`config.mk`:
```
export PLATFORM = sky130hd
export DESIGN_NAME = window_color_probe
export DESIGN_NICKNAME = d
export VERILOG_FILES = /design/src/rtl/window_color_probe.sv
export SDC_FILE = /design/constraint.sdc
export NUM_CORES = 1
export LEC_CHECK = 0
export CAP_MARGIN = 30
export CORE_AREA = 4 4 189 154
export CTS_BUF_LIST = sky130_fd_sc_hd__clkbuf_8
export CTS_CLUSTER_DIAMETER = 200
export CTS_CLUSTER_SIZE = 30
export DETAILED_ROUTE_END_ITERATION = 8
export DIE_AREA = 0 0 193 158
export PLACE_DENSITY = 0.82
export SETUP_SLACK_MARGIN = 0.2
export SLEW_MARGIN = 0
export SYNTH_ARGS = -nofsm -noshare
export SYNTH_HDL_FRONTEND = slang
export SYNTH_SLANG_ARGS = --single-unit
```
`constraint.sdc`:
```
create_clock -name clk -period 14 [get_ports clk]
set_input_delay 2.8 -clock clk [delete_from_list [all_inputs] [get_ports clk]]
set_output_delay 2.8 -clock clk [all_outputs]
set_load 0.02 [all_outputs]
```
`src/rtl/window_color_probe.sv`:
```
// window_color_probe: per-frame mean colour of the square cursor window.
// Build option WIN_PROBE_BORDER_EXCL_EN samples only the window interior.
module window_color_probe #(
    parameter int ACC_W = 24,
    parameter int CNT_W = 16
) (
    input  logic        clk,
    input  logic        rst,
    input  logic [12:0] row,
    input  logic [12:0] col,
    input  logic [12:0] win_v,
    input  logic [12:0] win_h,
    input  logic [12:0] win_size,
    input  logic [23:0] pixel_in,
    output logic [23:0] avg_out,
    output logic        avg_valid,
    output logic        busy,
    output logic        overrun
);

    localparam int IT_W = $clog2(ACC_W);

    typedef enum logic [2:0] {
        IDLE,
        DIV_R,
        DIV_G,
        DIV_B,
        DONE
    } state_t;

    state_t state, state_n;

    logic [12:0] geo_v, geo_h, geo_s;
    logic [ACC_W-1:0] sum_r, sum_g, sum_b;
    logic [CNT_W-1:0] cnt;

    logic [ACC_W-1:0] op_g, op_b, quo;
    logic [CNT_W-1:0] div_d;
    logic [CNT_W:0] rem;
    logic [IT_W-1:0] it;
    logic [7:0] res_r, res_g;

    function automatic logic [ACC_W-1:0] sat_add(
        input logic [ACC_W-1:0] a,
        input logic [7:0] b
    );
        logic [ACC_W:0] s;
        s = {1'b0, a} + {{(ACC_W-7){1'b0}}, b};
        return s[ACC_W] ? '1 : s[ACC_W-1:0];
    endfunction

    logic frame_start;
    assign frame_start = (row == 13'd0) && (col == 13'd0);

    // The frame-start pixel is judged against the geometry being latched now.
    logic [13:0] r14, c14, v14, h14, s14;
    assign r14 = {1'b0, row};
    assign c14 = {1'b0, col};
    assign v14 = {1'b0, frame_start ? win_v : geo_v};
    assign h14 = {1'b0, frame_start ? win_h : geo_h};
    assign s14 = {1'b0, frame_start ? win_size : geo_s};

    logic in_row, in_col, in_win;

`ifdef WIN_PROBE_BORDER_EXCL_EN
    assign in_row = (r14 >= v14 + 14'd1) && (r14 + 14'd2 <= v14 + s14);
    assign in_col = (c14 >= h14 + 14'd1) && (c14 + 14'd2 <= h14 + s14);
`else
    assign in_row = (s14 != 14'd0) && (r14 >= v14) && (r14 < v14 + s14);
    assign in_col = (s14 != 14'd0) && (c14 >= h14) && (c14 < h14 + s14);
`endif

    assign in_win = in_row && in_col;

    logic [ACC_W-1:0] base_r, base_g, base_b;
    logic [ACC_W-1:0] next_r, next_g, next_b;
    logic [CNT_W-1:0] base_c, next_c;

    assign base_r = frame_start ? '0 : sum_r;
    assign base_g = frame_start ? '0 : sum_g;
    assign base_b = frame_start ? '0 : sum_b;
    assign base_c = frame_start ? '0 : cnt;

    assign next_r = in_win ? sat_add(base_r, pixel_in[23:16]) : base_r;
    assign next_g = in_win ? sat_add(base_g, pixel_in[15:8]) : base_g;
    assign next_b = in_win ? sat_add(base_b, pixel_in[7:0]) : base_b;
    assign next_c = (in_win && base_c != '1) ? base_c + 1'b1 : base_c;

    logic handoff;
    assign handoff = frame_start && (state == IDLE) && (cnt != '0);

    // One restoring shift-subtract step per cycle.
    logic [CNT_W:0] shifted, rem_n;
    logic [ACC_W-1:0] quo_n;
    logic ge, last_it, dividing;
    logic [7:0] q8;

    assign shifted = {rem[CNT_W-1:0], quo[ACC_W-1]};
    assign ge = shifted >= {1'b0, div_d};
    assign rem_n = ge ? shifted - {1'b0, div_d} : shifted;
    assign quo_n = {quo[ACC_W-2:0], ge};
    assign last_it = (it == IT_W'(ACC_W - 1));
    assign q8 = (|quo_n[ACC_W-1:8]) ? 8'hFF : quo_n[7:0];
    assign dividing = (state == DIV_R) || (state == DIV_G) || (state == DIV_B);

    always_comb begin
        state_n = state;
        busy = 1'b1;
        avg_valid = 1'b0;
        unique case (state)
            IDLE: begin
                busy = 1'b0;
                if (handoff)
                    state_n = DIV_R;
            end
            DIV_R: if (last_it) state_n = DIV_G;
            DIV_G: if (last_it) state_n = DIV_B;
            DIV_B: if (last_it) state_n = DONE;
            DONE: begin
                avg_valid = 1'b1;
                state_n = IDLE;
            end
            default: state_n = IDLE;
        endcase
    end

    always_ff @(posedge clk) begin
        if (!rst) begin
            state   <= IDLE;
            geo_v   <= '0;
            geo_h   <= '0;
            geo_s   <= '0;
            sum_r   <= '0;
            sum_g   <= '0;
            sum_b   <= '0;
            cnt     <= '0;
            op_g    <= '0;
            op_b    <= '0;
            quo     <= '0;
            div_d   <= '0;
            rem     <= '0;
            it      <= '0;
            res_r   <= '0;
            res_g   <= '0;
            avg_out <= '0;
            overrun <= 1'b0;
        end else begin
            state   <= state_n;
            sum_r   <= next_r;
            sum_g   <= next_g;
            sum_b   <= next_b;
            cnt     <= next_c;
            overrun <= frame_start && (state != IDLE);

            if (frame_start) begin
                geo_v <= win_v;
                geo_h <= win_h;
                geo_s <= win_size;
            end

            if (handoff) begin
                quo   <= sum_r;
                op_g  <= sum_g;
                op_b  <= sum_b;
                div_d <= cnt;
                rem   <= '0;
                it    <= '0;
            end else if (dividing) begin
                rem <= rem_n;
                quo <= quo_n;
                it  <= last_it ? '0 : it + 1'b1;
                if (last_it) begin
                    case (state)
                        DIV_R: begin
                            res_r <= q8;
                            quo   <= op_g;
                            rem   <= '0;
                        end
                        DIV_G: begin
                            res_g <= q8;
                            quo   <= op_b;
                            rem   <= '0;
                        end
                        DIV_B: avg_out <= {res_r, res_g, q8};
                        default: ;
                    endcase
                end
            end
        end
    end

endmodule

```
==> metrics.txt <==
status finished, final reports clean; Gate Count Post-Synth 2042; drt wl/cell 17.9 µm; die outline area 30500 µm²; Primary FF master, synth dfxtp_1; Reg clk slew, reported paths 0.17 ns; vias 15059; antenna violations before repair 0; Fin. Hold Viols 0; layout cells sized above 1 0.0294; CTS tree built; Sink Count 280; grt met3 use 0.0408; GRT overflow 0; Layout area overhead 9.55%; unrepaired setup endpoints after global routing false; vias per inst 6.17; final instance area 17700 µm²; Setup crit end kind flop; # DRC 0; Slew @ Worst Pin 0.997 ns; GR met1 Demand/Resource 0.414; largest net degree at the start of global routing 133; Setup Skew 0.0396 ns; Cell variety after synth 81; hold path depth 2; headroom to the max-slew limit 0.333; final max-slew violation count 0; I/O pins 118; Synth Warn # 0; GRT met2 Usage 0.431; VDD IR max 0.0619 mV; Routed WL 43.7 mm; Post-synth ARST share 0; final setup violation count 0; first-pass GRT wire length 70.8 mm; die height 158 µm; Leakage 6.43 nW; Synth area leader dfxtp_1; register share of total power 0.654; root buf cell clkbuf_8; dominant cell by count in the synthesized netlist nand2_1; # resized after CTS 0; CORE AREA 27100 µm²; Worst Path Arrival 10.20 ns; Tcrit/Tclk final 0.696; crit path time final 9.74 ns; main area contributors after synthesis dfxtp_1 35%, ha_1 8.7%, nand2_1 7.9%, a21oi_1 5.9%, nor2_1 4.0%; CP Max Fanout 67; Comb power frac 0.068; post-CTS setup buffer count 0; Syn Std Cell Area 16200 µm²; Syn Area/Cell 7.92 µm²; Yosys top cell area share 0.347; synth cell count leaders 340 x nand2_1, 280 x dfxtp_1, 191 x a21oi_1; number of max-cap violations 0; clk buf depth 3; H-tree depth 1; number of synthesized flops with an enable pin 0; GRT Util Overall 0.279; Mapped Nets 2252; Req. time, crit path 14.46 ns; placed standard-cell area 17500 µm²; Initial Utilization 0.597; fillers 2340; CP startpoint kind input pin; achievable frequency 103 MHz; WS Path Type input pin to flop; grt peak-use layer met2; Net Sw Power 0.000293 W; Detailed Routing Iterations Pass 1 5; Final HPWL DP 31.6 mm; Die X 193 µm; count of state elements after synthesis 280; Clock power frac 0.278; clock buffer count from CTS 13; sequential area share after synthesis 0.347; Total Nets Final 2288; cts hold-fix bufs 0; Rows 54; worst-case reg-to-reg path depth 23; pwr/cell area 68.8 nW/µm²; number of global-route vias before repair 14105; ANT cells 0; Internal 0.000926 W; min-delay worst type flop to flop; DRT antenna net count 0; PortBufs 117; final setup TNS 0 ns; Initial DRC Count 1586; clock latency on the worst-skew pair 0.56 ns; sw frac 0.241; Final GP Congestion 0.932
## final timing paths
path	from	to	slack, ns
worst max-delay path	col[3]	sum_g[9]	4.26
worst min-delay path	sum_b[2]	op_b[2]	0.45
worst max register to register	geo_s[0]	sum_g[9]	8.25
worst min register to register	sum_b[2]	op_b[2]	0.45
## stage by stage
stage | cells | util | power [W] | setup WS, ns | hold WS (ns)
finish | 2441 | 0.654 | 0.00122 | 4.26 | 0.445
CTS | 2440 | 0.653 | 0.00122 | 4.43 | 0.441
floorplan | 2042 | - | 0.000851 | 5.59 | 0.427
detailed placement | 2426 | 0.646 | 0.000895 | 3.85 | 0.443
global route | 2441 | 0.654 | 0.00125 | 3.76 | 0.453
global placement | 2424 | 0.645 | 0.000894 | 4.06 | 0.439
## cells by family after synthesis
group,synth area share
adders and majority gates,0.0973
and+or+nand+nor,0.225
xor gates and xnor gates,0.0385
buffers and inverters,0.0504
AOI/OAI and AO/OA,0.213
DFF,0.347
muxes,0.0298
## power by group through the flow
stage               Sequential (W)  Combinational, W  Clock [W]
detailed placement        0.000814         0.0000811          0
CTS                       0.000798         0.0000814   0.000341
global placement          0.000814         0.0000795          0
global route              0.000798         0.0000896   0.000367
finish                    0.000798         0.0000827   0.000339
floorplan                 0.000814         0.0000371          0
## metal layers
layer / wire, µm / vias up / part of all wire
met5: 0 / - / 0
met4: 799 / 0 / 0.018
met3: 3750 / 64 / 0.086
met2: 18800 / 610 / 0.43
met1: 20300 / 7033 / 0.46
li1: - / 7352 / -
## flip-flops by register name (all words and copies together), names as in the netlist, 24 cells and up
name     cells
sum_b       24
op_b        24
sum_g       24
sum_r       24
avg_out     24
quo         24
op_g        24
## final cells by class
type | instances | area (µm²) | share of cell area
multi-input combinational | 1560 | 9780 | 0.552
sequential | 280 | 5610 | 0.316
inverter | 87 | 332 | 0.0187
clock inverter | 1 | 20.0 | 0.00113
clock buffer | 13 | 179 | 0.0101
tap | 364 | 455 | 0.0257
timing repair buffer | 136 | 1340 | 0.0757
## worst max-delay path, cell delays in order
cell	delay [ns]
clkdlybuf4s50_1	0.55
nor4_1	0.48
nand3_1	0.31
nor2_4	0.29
buf_4	0.59
nand2_1	0.17
nand2_1	0.23
ha_1	0.31
a221o_1	0.32
a311o_1	0.35
o211ai_1	0.13
a41oi_1	0.20
o21ai_1	0.27
nand2b_1	0.09
a21oi_1	0.18
xor2_1	0.09
ha_1	0.20
a211o_1	0.23
a211oi_1	0.24
a21oi_1	0.11
o211ai_1	0.09
and4_1	0.22
buf_4	0.26
and2_2	0.30
buf_4	0.60
nand3_1	0.19
a32o_1	0.30
## layout by cell type, fill, tap and decap left out, drive strengths merged, types with 12 or more instances in the layout
cell / count
and3: 19
ha: 113
nand3: 76
a211oi: 57
nor2: 174
nand4: 31
xnor2: 40
buf: 19
nor3: 31
nand2b: 15
o31ai: 15
a21o: 28
a221oi: 26
clkbuf: 13
o21a: 13
a311oi: 24
and2: 30
inv: 88
nand2: 340
dfxtp: 280
a21oi: 191
clkdlybuf4s50: 117
o21ai: 75
or3: 12
xor2: 31
nor4: 29
mux2i: 47
(Power assumes the default switching activity.)
